$ cat config.mk
export PLATFORM = sky130hd
export DESIGN_NAME = led_ctrl
export DESIGN_NICKNAME = d
export VERILOG_FILES = /design/src/rtl/led_ctrl.sv
export SDC_FILE = /design/constraint.sdc
export NUM_CORES = 1
export LEC_CHECK = 0
export ABC_AREA = 1
export CORE_MARGIN = 2
export CORE_UTILIZATION = 50
export CTS_BUF_LIST = sky130_fd_sc_hd__clkbuf_8
export DETAILED_ROUTE_END_ITERATION = 12
export GPL_TIMING_DRIVEN = 0
export PLACE_DENSITY = 0.76
export SYNTH_ARGS = -nofsm -noshare
export SYNTH_HDL_FRONTEND = slang
export SYNTH_SLANG_ARGS = --single-unit
$ cat constraint.sdc
create_clock -name CLK -period 2.9 [get_ports CLK]
set_input_delay 0.58 -clock CLK [delete_from_list [all_inputs] [get_ports CLK]]
set_output_delay 0.58 -clock CLK [all_outputs]
set_load 0.005 [all_outputs]
$ cat src/rtl/led_ctrl.sv
// LED controller: per-channel OFF/ON/BLINK/CMP modes, blink prescaler and registered adder.
// Define LED_PWM_EN to dim ON and BLINK-high channels with an 8-bit PWM.
module led_ctrl #(
  parameter int NUM_LED = 4,
  parameter int CNT_W   = 24,
  parameter int DATA_W  = 32
) (
  input  logic                   CLK,
  input  logic                   RSTn,
  input  logic                   cfg_wr,
  input  logic [2*NUM_LED-1:0]   cfg_mode,
  input  logic [CNT_W-1:0]       cfg_period,
  input  logic [DATA_W-1:0]      cfg_thresh,
  input  logic [7:0]             cfg_duty,
  input  logic [DATA_W-1:0]      data_a,
  input  logic [DATA_W-1:0]      data_b,
  output logic [DATA_W-1:0]      sum_out,
  output logic                   sum_ovf,
  output logic [NUM_LED-1:0]     led,
  output logic                   tick
);

  localparam logic [1:0] MODE_OFF   = 2'b00;
  localparam logic [1:0] MODE_ON    = 2'b01;
  localparam logic [1:0] MODE_BLINK = 2'b10;
  localparam logic [1:0] MODE_CMP   = 2'b11;

  logic [2*NUM_LED-1:0] mode_q, mode_d;
  logic [CNT_W-1:0]     period_q, period_d;
  logic [CNT_W-1:0]     cnt_q, cnt_d;
  logic [DATA_W-1:0]    thresh_q, thresh_d;
  logic [DATA_W-1:0]    datab_q, datab_d;
  logic [NUM_LED-1:0]   phase_q, phase_d;
  logic [NUM_LED-1:0]   led_q, led_d;
  logic                 tick_q, tick_d;
  logic [DATA_W:0]      sum_q, sum_d;
  logic                 cmp_gt;
  logic                 full_on;

`ifdef LED_PWM_EN
  logic [7:0] duty_q, duty_d;
  logic [7:0] pwm_cnt_q, pwm_cnt_d;

  always_comb begin
    duty_d    = cfg_wr ? cfg_duty : duty_q;
    pwm_cnt_d = pwm_cnt_q + 8'd1;
  end

  assign full_on = (pwm_cnt_q < duty_q);

  always_ff @(posedge CLK or negedge RSTn) begin
    if (!RSTn) begin
      duty_q    <= '0;
      pwm_cnt_q <= '0;
    end else begin
      duty_q    <= duty_d;
      pwm_cnt_q <= pwm_cnt_d;
    end
  end
`else
  logic unused_duty;
  assign unused_duty = ^cfg_duty;
  assign full_on     = 1'b1;
`endif

  always_comb begin
    mode_d   = cfg_wr ? cfg_mode   : mode_q;
    period_d = cfg_wr ? cfg_period : period_q;
    thresh_d = cfg_wr ? cfg_thresh : thresh_q;
    datab_d  = data_b;
    sum_d    = {1'b0, data_a} + {1'b0, data_b};
    // A config write restarts the prescaler and suppresses the tick for that cycle.
    if (cfg_wr || (cnt_q >= period_q)) begin
      cnt_d = '0;
    end else begin
      cnt_d = cnt_q + CNT_W'(1);
    end
    tick_d = !cfg_wr && (cnt_d == period_q);
  end

  assign cmp_gt = (datab_q > thresh_q);

  for (genvar gi = 0; gi < NUM_LED; gi++) begin : g_ch
    logic [1:0] mode_cur;
    logic       blink_wr;

    assign mode_cur = mode_q[2*gi+1 -: 2];
    assign blink_wr = cfg_wr && (cfg_mode[2*gi+1 -: 2] == MODE_BLINK);

    // Blink led follows the next phase so it toggles on the same edge the tick is seen.
    assign phase_d[gi] = blink_wr ? 1'b0 : (phase_q[gi] ^ tick_q);

    assign led_d[gi] = (mode_cur == MODE_ON)    ? full_on :
                       (mode_cur == MODE_BLINK) ? (phase_d[gi] & full_on) :
                       (mode_cur == MODE_CMP)   ? cmp_gt :
                       (mode_cur == MODE_OFF)   ? 1'b0 : 1'b0;
  end

  always_ff @(posedge CLK or negedge RSTn) begin
    if (!RSTn) begin
      mode_q   <= '0;
      period_q <= '0;
      thresh_q <= '0;
      cnt_q    <= '0;
      tick_q   <= 1'b0;
      datab_q  <= '0;
      phase_q  <= '0;
      led_q    <= '0;
      sum_q    <= '0;
    end else begin
      mode_q   <= mode_d;
      period_q <= period_d;
      thresh_q <= thresh_d;
      cnt_q    <= cnt_d;
      tick_q   <= tick_d;
      datab_q  <= datab_d;
      phase_q  <= phase_d;
      led_q    <= led_d;
      sum_q    <= sum_d;
    end
  end

  assign led     = led_q;
  assign tick    = tick_q;
  assign sum_out = sum_q[DATA_W-1:0];
  assign sum_ovf = sum_q[DATA_W];

endmodule

After elaboration in Yosys (flattened, before gate mapping)
Cells that the tools add are included.
Widths: inputs -> output; s select.
{ "totals": {"mem_bits_rw": 0, "mem_bits_ro": 0, "regBits": 162, "mem_count": 0, "input_bits": 139, "latch_bits": 0} }
{ "classes": {"reduce_logical": 7, "bitwise": 4, "n_lt_le_gt_ge": 2, "n_mul": 0, "div": 0, "n_addsub": 2, "eq_ne": 17, "n_mux": 17, "shift": 0} }
{ "ops": {"columns": ["operator", "count"], "rows": [
  ["$add 32x32->33", 1],
  ["$gt 32x32->1", 1],
  ["$add 24x1->24 const B", 1],
  ["$eq 2x2->1 const B", 12],
  ["$eq 24x24->1", 1],
  ["$ge 24x24->1", 1],
  ["$mux 24", 1],
  ["$mux 1", 16],
  ["$eq 2x1->1 const B", 4],
  ["$logic_and 1x1->1", 5],
  ["$xor 1x1->1", 4],
  ["$logic_not 1->1", 1],
  ["$logic_or 1x1->1", 1]
]} }

Longest topological paths before layout
{ "depth": {"ltp_word": 5, "depth_mapped": 21, "depth_no_buf": 21} }

Worst setup path before layout
OpenSTA, ideal clock, no wires.
{ "synth_path": {"path_type": "input port to flip-flop", "from": "in data_a[0]", "to": "reg sum_q[24]", "setup_time_ns": 0.123, "path_slack_ns": 0.434, "arrival_ns": 2.343, "path_buffers": 0, "required_ns": 2.777, "cell_stages": 10, "cell_sequence": "ha_1 -> inv_1 -> fa_1 -> o21ai_1 -> a21oi_1 -> o21ai_1 -> a21boi_0 -> o21ai_0 -> a21oi_1 -> xnor2_1"} }
{ "synth_via": {"elab_chain_cells": 1} }
{ "synth_lines": {"columns": ["item", "line", "source"], "rows": [
  ["start, declared", "15", "input logic [DATA_W-1:0] data_a,"],
  ["$add 32x32->33", "71", "sum_d = {1'b0, data_a} + {1'b0, data_b};"],
  ["via sum_d[24]", "36", "logic [DATA_W:0] sum_q, sum_d;"],
  ["end signal, assigned", "119", "sum_q <= sum_d;"],
  ["end, declared", "36", null]
]} }
The timed path passes the listed nets, and every way through them passes these cells.
A chain may end at the register's enable or synchronous reset.

Worst setup path after layout
{ "layout_path": {"from": "in data_b[0]", "to": "reg sum_q[22]"} }
{ "layout_via": {"elab_chain_cells": 1} }
{ "layout_lines": {"columns": ["item", "line", "source"], "rows": [
  ["start, declared", "16", "input logic [DATA_W-1:0] data_b,"],
  ["$add 32x32->33", "71", null],
  ["via sum_d[22]", "36", null]
]} }
The timed path passes the listed nets, and every way through them passes these cells.

==> results_dict.tcl <==
set metrics [dict create \
    syn_inst 1090 \
    gp_congestion 0.9117 \
    status "complete, no violations" \
    final_common_cell "nand2_1" \
    cts.clk_slew.worst_paths_ns 0.09 \
    clkPwrFrac 0.300 \
    arrival_ns 3.13 \
    floorplan.initialDensity 0.5103 \
    cts_num_sinks 162 \
    die_x_um 139.6 \
    reg2reg_slack_ns 0.18 \
    hold_class "in2async" \
    place_inst 1487 \
    clockBufferDepth 2 \
    grt_pass1_wl_mm 38.13 \
    final_cell_mix "nand2_1 (261), clkdlybuf4s50_1 (166), dfrtp_1 (162)" \
    critPathCaptureType "flip-flop" \
    max_stage_delay_ns 0.48 \
    io_pins 177 \
    nets 1507 \
    hpwl_mm 18.12 \
    synthesis.nets 1319 \
    p_int_mw 3.885 \
    synth-edff-count 0 \
    design_area_mm2 0.01160 \
    drc_errors 0 \
    synth_area_leaders "dfrtp_1 (44%), ha_1 (12%), nand2_1 (11%)" \
    seqPwrFrac 0.466 \
    max_cap_viol_count 0 \
    setup_viol 0 \
    via_per_inst 5.190 \
    p_sw_mw 1.592 \
    final_util 0.6438 \
    worst_slew_pin_slew_ns 0.5951 \
    finalWorstSetupSlack_ns 0.1255 \
    synth_seq_area_share 0.4408 \
    worstSkewPairLatency_ns 0.45 \
    dpl-instance-area_mm2 0.01119 \
    synthArstFlopShare 1.000 \
    pre_cts_ws_ns -0.6318 \
    cp_cell_sequence "clkdlybuf4s50_1 > ha_1 > inv_1 > fa_1 > o21ai_2 > a21boi_0 > o21bai_2 > a21oi_1 > o21bai_1 > a21oi_1 > xnor2_1" \
    slew_violations 0 \
    synth_top_area_cell "dfrtp_1" \
    critical_path_required_ns 3.25 \
    grt_pass1_vias 8136 \
    power_frac_comb 0.233 \
    clock_skew_ns 0.01112 \
    fin_crit_sh 0.9567 \
    numCtsBuffers 17 \
    cp_max_fo 3 \
    rsz0062_at_grt "false" \
    setup_tns_ns 0 \
    drive_gt1_frac 0.05271 \
    synth_top_area_share 0.4408 \
    criticalPathCategory "in2reg" \
    avgSynthCellArea_um2 8.438 \
    fin_crit_ns 2.775 \
    startpoint_type "primary input" \
    grt.overflow.total 0 \
    max_slew_margin 0.6033 \
    grt_max_degree 103 \
    fmax_mhz 360.4 \
    p_leak_nw 5.645 \
    crit_top_cell "a21oi_1" \
    wl_per_cell_um 15.23 \
    ys_ff_latch 162 \
    detail_route.first_pass.iterations 5 \
    fp-row-count 49 \
    cts_root_buffer "clkbuf_8" \
    cts_tree "done" \
    nFillCells 1507 \
    drt_wl_total_mm 23.15 \
    grt_antenna_before_repair 1 \
    cts_hold_buffers 0 \
    crit_slowest_cell "clkdlybuf4s50_1" \
    final_cells 1520 \
    yosys_warnings 0 \
    ant_nets 0 \
    fp.dieH_um 139.6 \
    port_buffers 167 \
    synth_cell_types 41 \
    h-tree-depth 4 \
    sw_frac_of_total 0.2906 \
    synth_area_mm2 0.009198 \
    coreArea_mm2 0.01802 \
    final-hold-violation-count 0 \
    drtIter0Drc 365 \
    p_per_area_mw_per_mm2 472.0 \
    via_count 7889 \
    die_area_mm2 0.01950 \
    ir_drop_mv 0.3767 \
    dominantRegCellSynth "dfrtp_1" \
    grt.total_usage 0.2442 \
    syn_to_final_growth_pct 26.16 \
]
[layer usage]
layer | global-route usage | share of wire
met5 | 0 | 0
met4 | 0.08211 | 0.023
met3 | 0.05643 | 0.050
met2 | 0.4314 | 0.50
met1 | 0.2950 | 0.42
[flip-flops by register name, indices dropped and copies added (netlist names), 4 cells and up]
register and flops:
mode_q 8, phase_q 4, sum_q 33, led 4, thresh_q 32, datab_q 32
cnt_q 24, period_q 24
[worst max-delay path: cells and delay by family]
| kind | cells | cell delay (ns) |
|---|---|---|
| adders and majority gates | 2 | 0.60 |
| xor gates and xnor gates | 1 | 0.24 |
| buffers and inverters | 2 | 0.54 |
| AOI/OAI and AO/OA | 6 | 1.17 |
[final timing paths]
path                                       start                  endpoint  cells after the start
setup / recovery                       data_b[0]       sum_q[22]$_DFF_PN0_                     11
hold / removal                              RSTn   period_q[5]$_DFFE_PN0P_                      1
setup reg to reg             cnt_q[17]$_DFF_PN0_            tick$_DFF_PN0_                     17
hold reg to reg            mode_q[1]$_DFFE_PN0P_     mode_q[1]$_DFFE_PN0P_                      2
max in group asynchronous                   RSTn  thresh_q[22]$_DFFE_PN0P_                      2
min in group CLK                          cfg_wr     mode_q[1]$_DFFE_PN0P_                      4
[through the flow]
stage | hold slack, ns | power (mW)
6_report | 0.04908 | 5.477
5_1_grt | 0.06136 | 5.781
4_1_cts | 0.05657 | 5.524
3_5_place_dp | 0.4875 | 3.855
3_3_place_gp | 0.4813 | 3.832
2_1_floorplan | 0.2844 | 3.201
[power groups by stage]
stage | clock network (mW) | registers (mW) | logic [mW]
final | 1.65 | 2.55 | 1.28
after global routing | 1.78 | 2.57 | 1.43
after CTS | 1.69 | 2.55 | 1.28
after detailed placement | 0 | 2.59 | 1.27
after global placement | 0 | 2.60 | 1.24
after floorplan | 0 | 2.59 | 0.613
[synth_stat cells, types with 4 or more instances]
library cell / n
o21ai_0: 80
a21oi_1: 64
clkbuf_1: 14
nand4_1: 21
nand2_1: 261
nand2_2: 5
nor3_1: 12
nor2_4: 4
inv_1: 143
a21boi_0: 4
xor2_1: 29
o21a_1: 6
xnor2_1: 18
o21bai_1: 7
a21o_1: 8
dfrtp_1: 162
nand3_1: 24
ha_1: 89
nor2_2: 5
a31oi_1: 5
nor2_1: 92
o21ai_1: 4
nor4_1: 4
[final cells by class]
class                   instances  area [um2]  area share
flip-flops and latches        162        4054      0.3494
plain buffers                  18       93.84    0.008087
inverters                     146       553.0     0.04766
diodes                          1       2.502   0.0002157
clock buffers                  18       247.7     0.02135
well taps                     229       286.5     0.02469
clock inverters                13       137.6     0.01186
repair buffers                169        1712      0.1475
multi-input cells             764        4517      0.3893
[cell families after synthesis]
kind of cell / count (synthesis) / synth area share
and+or+nand+nor: 439 / 0.2065
DFF: 162 / 0.4408
xor gates and xnor gates: 47 / 0.04476
buffers and inverters: 164 / 0.07033
adders and majority gates: 90 / 0.1232
AOI/OAI and AO/OA: 188 / 0.1144
[repair_timing]
item,4_1_cts,5_1_grt
gates resized for setup,3,5
setup buffers,0,1
pin swaps,0,1
setup endpoints to repair,3,7
Note: power is estimated with default switching activity, not from simulation.
